--- src/rtl/ds_dac_multi_ch.sv ---
// N-channel 1st/2nd-order delta-sigma DAC core with clock-enable divider and one-deep sample buffer.
// Define DS_DITHER_EN to add LFSR dither (-2..+1) at the quantiser input.
module ds_dac_multi_ch #(
    parameter int unsigned CH        = 2,
    parameter int unsigned DW        = 16,
    parameter int unsigned DIV_RATIO = 100,
    parameter int unsigned ORDER     = 2
) (
    input  logic             clk,
    input  logic             rst,
    input  logic             s_valid_i,
    output logic             s_ready_o,
    input  logic [CH*DW-1:0] s_data_i,
    input  logic [CH-1:0]    mute_i,
    output logic [CH-1:0]    pdm_o,
    output logic             cke_out_o,
    output logic             underrun_o
);
    localparam int unsigned DIVW = (DIV_RATIO > 2) ? $clog2(DIV_RATIO) : 1;
    localparam int unsigned AW   = DW + 4;
    localparam int unsigned XW   = DW + 6;
    localparam logic [DIVW-1:0]       DIV_LAST = DIVW'(DIV_RATIO - 1);
    localparam logic signed [XW-1:0]  FS       = XW'(64'd1 << (DW - 1));
    localparam logic signed [XW-1:0]  SAT_MAX  = XW'(64'd1 << (DW + 2));
    localparam logic signed [XW-1:0]  SAT_MIN  = -SAT_MAX;

    if ((ORDER != 1) && (ORDER != 2)) begin : g_order_chk
        $error("ds_dac_multi_ch: ORDER must be 1 or 2");
    end
    if ((CH < 1) || (CH > 8)) begin : g_ch_chk
        $error("ds_dac_multi_ch: CH must be 1..8");
    end

    // Clamp a wide sum into the integrator range instead of wrapping.
    function automatic logic signed [AW-1:0] sat(input logic signed [XW-1:0] v);
        if (v > SAT_MAX) begin
            return AW'(SAT_MAX);
        end
        if (v < SAT_MIN) begin
            return AW'(SAT_MIN);
        end
        return AW'(v);
    endfunction

    logic [DIVW-1:0]  div_q, div_d;
    logic             cke_q, cke_d;
    logic             ready_q, ready_d;
    logic             pending_q, pending_d;
    logic             underrun_q, underrun_d;
    logic [CH*DW-1:0] buf_q, buf_d;
    logic [CH*DW-1:0] cur_q, cur_d;
    logic [CH-1:0]    pdm_q, pdm_d;
    logic             xfer;

    // Divider, handshake and buffer->current hand-off.
    always_comb begin
        div_d      = (div_q == DIV_LAST) ? '0 : div_q + DIVW'(1);
        cke_d      = (div_q == DIV_LAST);
        xfer       = s_valid_i & ready_q;
        buf_d      = xfer ? s_data_i : buf_q;
        cur_d      = cur_q;
        pending_d  = pending_q | xfer;
        underrun_d = 1'b0;
        if (cke_q) begin
            pending_d = xfer;
            if (pending_q) begin
                cur_d = buf_q;
            end else begin
                underrun_d = 1'b1;
            end
        end
        // ready_q always equals !pending_q | cke_q, but comes straight from a flop
        ready_d = ~pending_d | cke_d;
    end

    always_ff @(posedge clk) begin
        if (rst) begin
            div_q      <= '0;
            cke_q      <= 1'b0;
            ready_q    <= 1'b1;
            pending_q  <= 1'b0;
            underrun_q <= 1'b0;
            buf_q      <= '0;
            cur_q      <= '0;
            pdm_q      <= '0;
        end else begin
            div_q      <= div_d;
            cke_q      <= cke_d;
            ready_q    <= ready_d;
            pending_q  <= pending_d;
            underrun_q <= underrun_d;
            buf_q      <= buf_d;
            cur_q      <= cur_d;
            if (cke_q) begin
                pdm_q <= pdm_d;
            end
        end
    end

`ifdef DS_DITHER_EN
    logic [15:0]       lfsr_q, lfsr_d;
    logic signed [1:0] dith;

    always_comb begin
        lfsr_d = lfsr_q;
        if (cke_q) begin
            lfsr_d = {lfsr_q[14:0], lfsr_q[15] ^ lfsr_q[13] ^ lfsr_q[12] ^ lfsr_q[10]};
        end
    end

    always_ff @(posedge clk) begin
        if (rst) begin
            lfsr_q <= 16'hACE1;
        end else begin
            lfsr_q <= lfsr_d;
        end
    end

    assign dith = lfsr_q[1:0];
`endif

    for (genvar k = 0; k < CH; k++) begin : g_ch
        logic signed [DW-1:0] smp;
        logic signed [XW-1:0] x, fb, s1, s2, q_in;
        logic signed [AW-1:0] a1_q, a1_d, a2_q, a2_d;

        assign smp = cur_q[k*DW +: DW];

        // CIFB modulator; the quantiser sees the updated last integrator.
        always_comb begin
            x = '0;
            if (!mute_i[k]) begin
                x = XW'(smp);
            end
            fb   = pdm_q[k] ? FS : -FS;
            s1   = XW'(a1_q) + x - fb;
            a1_d = sat(s1);
            s2   = XW'(a2_q) + XW'(a1_d) - fb;
            a2_d = '0;
            q_in = XW'(a1_d);
            if (ORDER == 2) begin
                a2_d = sat(s2);
                q_in = XW'(a2_d);
            end
`ifdef DS_DITHER_EN
            q_in = q_in + XW'(dith);
`endif
        end

        assign pdm_d[k] = ~q_in[XW-1];

        always_ff @(posedge clk) begin
            if (rst) begin
                a1_q <= '0;
                a2_q <= '0;
            end else if (cke_q) begin
                a1_q <= a1_d;
                a2_q <= a2_d;
            end
        end
    end

    assign s_ready_o  = ready_q;
    assign pdm_o      = pdm_q;
    assign cke_out_o  = cke_q;
    assign underrun_o = underrun_q;

endmodule
--- config.mk ---
export PLATFORM = sky130hd
export DESIGN_NAME = ds_dac_multi_ch
export DESIGN_NICKNAME = d
export VERILOG_FILES = /design/src/rtl/ds_dac_multi_ch.sv
export SDC_FILE = /design/constraint.sdc
export NUM_CORES = 1
export LEC_CHECK = 0
export BUFFER_PORTS_ARGS = -buffer_cell sky130_fd_sc_hd__clkbuf_2
export CORE_MARGIN = 5
export CORE_UTILIZATION = 64
export CTS_CLUSTER_DIAMETER = 120
export CTS_CLUSTER_SIZE = 30
export DETAILED_ROUTE_END_ITERATION = 12
export PLACE_DENSITY = 0.82
export SETUP_SLACK_MARGIN = 0.3
export SYNTH_ARGS = -nofsm -noshare
export SYNTH_HDL_FRONTEND = slang
export SYNTH_SLANG_ARGS = --single-unit
--- constraint.sdc ---
create_clock -name clk -period 8.7 [get_ports clk]
set_clock_uncertainty 0.15 [all_clocks]
set_input_delay 0.87 -clock clk [delete_from_list [all_inputs] [get_ports clk]]
set_output_delay 0.87 -clock clk [all_outputs]
set_load 0.03 [all_outputs]
; Yosys cells after proc, flatten, opt, wreduce, memory -nomap -nowiden
; Index checks and enable logic that the tools add are counted.
[op_classes]
muxes = 34
bitwise = 7
eq_ne = 1
reduce_logical = 3
order_cmp = 8
n_addsub = 9
[ops]
columns = operator, count
row1 = 20-bit 2-to-1 mux, 16
row2 = 22-bit by 20-bit greater-than comparator with 1-bit output (second input constant), 4
row3 = 22-bit by 19-bit < comparator with 1-bit output (second input constant), 4
row4 = 22-bit 2-to-1 mux, 4
row5 = 20-bit by 22-bit adder with 22-bit output, 2
row6 = 21-bit by 22-bit subtractor with 22-bit output, 2
row7 = 22-bit subtractor, 2
row8 = 20-bit by 20-bit adder with 21-bit output, 2
row9 = 1-bit 2-to-1 mux, 14
row10 = 7-bit by 1-bit adder with 7-bit output (second input constant), 1
row11 = 7-bit equality test (second input constant), 1
row12 = 1-bit inverter, 4
row13 = 2-bit OR reduction, 2
row14 = 1-bit bitwise OR, 2
row15 = 2-bit AND reduction, 1
row16 = 1-bit AND, 1
[totals]
input_bits = 37
out_inout_bits = 5
elab_cells = 74
reg_bits = 157

; Longest topological paths before layout
[logic_depth]
ltp_word = 16
ltp_mapped = 32
ltp_nobuf = 26

; Least setup slack after synthesis
; Ideal clock, no wire load.
[synth_timing]
path_kind = input port to flip-flop
startpoint = input mute_i[1]
endpoint = register g_ch[1].a2_q[1]
path_slack_ps = 937
setup_ps = 87
cell_stages = 29
t_required_ps = 8463
arrival_time_ps = 7526
cell_sequence = clkbuf_1 -> nand2b_1 -> ha_1 -> inv_1 -> ha_1 -> nor2b_1 -> o31a_1 -> o21ai_0 -> or3b_2 -> a211o_1 -> or4_1 -> o41ai_1 -> a21o_1 -> buf_2 -> buf_2 -> nand2_1 -> ha_1 -> inv_1 -> ha_1 -> clkbuf_1 -> and4_1 -> a221o_1 -> a31o_4 -> xnor2_1 -> or3_1 -> or4_4 -> nor4_4 -> o21ai_2 -> o31ai_1
[synth_via]
elab_chain_cells = 15
[synth_lines]
columns = element, line
row1 = start: declaration, 14  ; input logic [CH-1:0] mute_i,
row2 = 22-bit 2-to-1 mux (*), 132  ; if (!mute_i[k]) begin
row3 = 20-bit by 22-bit adder with 22-bit output (*), 136  ; s1 = XW'(a1_q) + x - fb;
row4 = 22-bit subtractor (*), 136
row5 = 22-bit by 19-bit < comparator with 1-bit output, 39  ; if (v < SAT_MIN) begin
row6 = 1-bit 2-to-1 mux (2 in series), 39
row7 = 20-bit 2-to-1 mux, 42  ; return AW'(v);
row8 = 20-bit 2-to-1 mux (*), 39
row9 = 20-bit by 20-bit adder with 21-bit output (*), 138  ; s2 = XW'(a2_q) + XW'(a1_d) - fb;
row10 = 21-bit by 22-bit subtractor with 22-bit output (*), 138
row11 = 22-bit by 19-bit < comparator with 1-bit output, 39
row12 = 1-bit 2-to-1 mux (2 in series), 39
row13 = 20-bit 2-to-1 mux, 42
row14 = 20-bit 2-to-1 mux (*), 39
row15 = end signal: assignment, 155  ; a2_q <= '0;
row16 = end signal: assignment, 158  ; a2_q <= a2_d;
row17 = end: declaration, 125  ; logic signed [AW-1:0] a1_q, a1_d, a2_q, a2_d;
; Mark *: on every way between the ends. The rest lies on a longest branch, timed or not. The select of a mux whose other input is x is not followed.
; A chain may end at the register's enable or synchronous reset.

; Final worst setup path
[layout_timing]
startpoint = input mute_i[0]
endpoint = register g_ch[0].a2_q[3]
[layout_via]
elab_chain_cells = 15
[layout_lines]
columns = element, line
row1 = 22-bit 2-to-1 mux (*), 132
row2 = 20-bit by 22-bit adder with 22-bit output (*), 136
row3 = 22-bit subtractor (*), 136
row4 = 22-bit by 19-bit < comparator with 1-bit output, 39
row5 = 1-bit 2-to-1 mux (2 in series), 39
row6 = 20-bit 2-to-1 mux, 42
row7 = 20-bit 2-to-1 mux (*), 39
row8 = 20-bit by 20-bit adder with 21-bit output (*), 138
row9 = 21-bit by 22-bit subtractor with 22-bit output (*), 138
row10 = 22-bit by 19-bit < comparator with 1-bit output, 39
row11 = 1-bit 2-to-1 mux (2 in series), 39
row12 = 20-bit 2-to-1 mux, 42
row13 = 20-bit 2-to-1 mux (*), 39
row14 = end signal: assignment, 155
row15 = end signal: assignment, 158
row16 = end: declaration, 125
; Marks and branches as above.

==> results.tsv <==
stage	metric	value	unit
run_status	status	completed	
power_and_ir_drop	irDropWorstVdd	0.136	mV
timing	fmax	0.125	GHz
placement	gp_congestion	0.935	
drt	post_drt_wl_per_cell	16.1	um
layout	n_fill_cell	1565	
power_and_ir_drop	p_leak	6.04	nW
timing	slew_headroom	27.0	%
layout	synthToLayoutAreaGrowth	8.23	%
clock_network	clk_pin_slew	0.07	ns
placement	placed_cell_area	0.0131	mm2
grt	use_met2	46.0	%
critical_path	r2r_cells	26	
critical_path	crit_path_end_kind	flop	
synthesis	synth_area_per_cell	7.58	um2
layout	final_common_cell	nand2_1	
grt	grt_use_met1	40.1	%
synthesis	synthDistinctLibCells	84	
floorplan	start_util	65.0	%
drt	via_per_inst	6.03	
synthesis	syn_nets	1865	
layout	fin_nets	1872	
drt	vias	11800	
critical_path	crit_type	input port to flop	
placement	io_buffers	41	
synthesis	synth-async-reset-ratio	0	%
critical_path	regToRegStartpoint	cur_q[15]	
layout	finalNonFillerCells	1952	
drt	firstDrtPassIters	5	
grt	grt_pass1_vias	11200	
grt	antenna_found_initial	0	
synthesis	yosysWarnings	0	
critical_path	r2r_setup_slack	0.97	ns
drt	ant_nets	0	
drt	totalWireLength	31400	um
clock_network	clk_path_buf_depth	2	
timing	post-route-period-util	92.1	%
floorplan	die_w	151	um
floorplan	die_y	151	um
drt	drc	0	
synthesis	netlist_area	0.0126	mm2
run	drv_cap	0	
timing	hold-worst-slack	0.302	ns
floorplan	coreArea	0.0195	mm2
synthesis	synth_edf_count	0	
layout	drive_gt1_share	8.18	%
synthesis	synth_flop_cell	dfxtp_1	
grt	grt_busiest_layer	met2	
clock_network	root_buffer	clkbuf_16	
clock_network	cts_max_level	4	
layout	antennaDiodeCount	0	
critical_path	cp.required	8.89	ns
layout	final_cell_mix	nand2_1, inv_1, dfxtp_1, ha_1, a21oi_1	
timing	period_minus_slack	8.01	ns
placement	dp_hpwl	23500	um
timing	setup_tns	0	ns
timing	rsz0062_at_grt	no	
clock_network	clk_latency	0.43	ns
grt	grt_overflow_total	0	
drt	drtIter0Drc	885	
floorplan	rows	51	
synthesis	synth_cells	1667	
synthesis	ys_ff_latch	157	
timing	worstMarginPinSlew	1.09	ns
timing	finalSetupViolCount	0	
worst_hold_path	hold_path.class	flop to flop	
floorplan	die_area	0.0227	mm2
synthesis	yosysSeqAreaShare	24.9	%
grt	grt_max_degree	82	
timing	hold_viol	0	
critical_path	cp_max_fo	16	
timing	final-max-slew-violation-count	0	
floorplan	io-pin-count	42	
layout	fin_area	0.0137	mm2
placement	place_inst	1919	
grt	grt_use_met3	4.24	%
power_and_ir_drop	total_power	1.56	mW
clock_network	numCtsBuffers	17	
worst_hold_path	min_from	buf_q[29]	
worst_hold_path	min_to	cur_q[29]	
critical_path	cp.arrival	8.20	ns
critical_path	r2r_end	g_ch[0].a2_q[3]	
grt	grt_pass1_wl	53800	um
clock_network	numClockSinks	157	
power_and_ir_drop	power-per-cell-area	114	mW/mm2
critical_path	start_kind	input port	
grt	grtUsageTotal	28.7	%
clock_network	cts_tree	done	
worst_hold_path	min_path_cells	2	
-- through the flow --
step	util (%)	setup slack [ns]
finish	70.3	0.691
global route	70.3	0.323
CTS	70.3	0.771
detailed placement	67.1	0.357
global placement	67.1	0.569
floorplan	-	0.937
-- logic make-up (layout without fill, tap and decap cells) --
group | count (synthesis) | in the layout | synth area share [%]
XOR/XNOR | 61 | 61 | 4.23
adder cells (fa/ha/maj) | 161 | 161 | 16.9
AO/OA/AOI/OAI | 419 | 419 | 22.8
multiplexers | 6 | 6 | 0.495
AND/OR/NAND/NOR | 576 | 576 | 22.1
buffers and inverters | 287 | 307 | 8.70
flip-flops | 157 | 157 | 24.9
-- report_power, final --
part	total (mW)	internal (mW)	switching (mW)	leakage [nW]
clock network	0.775	0.415	0.360	0.294
logic	0.0474	0.0166	0.0309	4.48
registers	0.735	0.729	0.00615	1.27
total	1.56	1.16	0.397	6.04
-- cell type report --
cell class / count / area [um2] / area share [%]
Clock buffer: 17 / 425 / 3.11
Clock inverter: 15 / 195 / 1.43
Inverter: 214 / 803 / 5.87
Multi-Input combinational cell: 1223 / 8420 / 61.5
Sequential cell: 157 / 3140 / 23.0
Tap cell: 265 / 332 / 2.42
Timing Repair Buffer: 61 / 368 / 2.69
-- critical path, stage by stage --
cell	delay [ns]
clkbuf_2	0.18
nor2b_1	0.22
buf_4	0.18
fa_1	0.42
ha_1	0.41
and4_1	0.24
and3_1	0.17
nor4b_1	0.42
o21ai_0	0.23
a221o_1	0.38
a221oi_2	0.27
a41o_1	0.15
a31o_2	0.27
nand2_1	0.12
ha_1	0.33
inv_1	0.05
ha_1	0.33
and2_1	0.19
or3_1	0.36
o311ai_1	0.34
o211ai_1	0.19
a31oi_1	0.25
xnor2_1	0.11
or4_1	0.52
o41a_1	0.58
buf_12	0.22
o21ai_0	0.20
-- flip-flops by register name, indices dropped and copies added (netlist names) --
register	flops
cke_out_o	1
g_ch.a1_q	40
div_q	7
buf_q	32
s_ready_o	1
underrun_o	1
pending_q	1
cur_q	32
pdm_o	2
g_ch.a2_q	40
-- worst max path at each step --
stage,cells after the start,startpoint,endpoint,slack [ns]
final,27,mute_i[0],g_ch[0].a2_q[3],0.69
after global routing,27,mute_i[1],g_ch[1].a2_q[1],0.32
after CTS,26,mute_i[1],g_ch[1].a2_q[7],0.77
after detailed placement,26,mute_i[1],g_ch[1].a2_q[7],0.36
after global placement,26,mute_i[1],g_ch[1].a2_q[2],0.57
after floorplan,29,mute_i[1],g_ch[1].a2_q[1],0.94
-- cells in the mapped netlist, drive strengths merged, types with 20 or more instances --
| cell | count | area share (%) |
|---|---|---|
| nand3 | 71 | 2.8 |
| a21oi | 144 | 5.7 |
| o211ai | 20 | 1.2 |
| nor3 | 25 | 1.0 |
| inv | 214 | 6.4 |
| xnor2 | 41 | 2.8 |
| nand2 | 238 | 7.1 |
| dfxtp | 157 | 25 |
| clkbuf | 60 | 1.8 |
| xor2 | 20 | 1.4 |
| o21ai | 70 | 3.1 |
| nand2b | 49 | 2.4 |
| a32o | 24 | 1.9 |
| nor2 | 80 | 2.4 |
| ha | 145 | 14 |
-- metal layers --
| layer | wire length, um | share of wire, % |
|---|---|---|
| met5 | 0 | 0 |
| met4 | 548 | 1.7 |
| met3 | 1960 | 6.3 |
| met2 | 14200 | 45 |
| met1 | 14600 | 47 |
-- what timing repair did --
action,in CTS,in global routing
resized for setup,0,2
endpoints found under the hold margin,0,0
endpoints found under the setup margin,0,11
buffers inserted,0,1
hold buffers,0,0
Power figures use the tool's default switching activity.
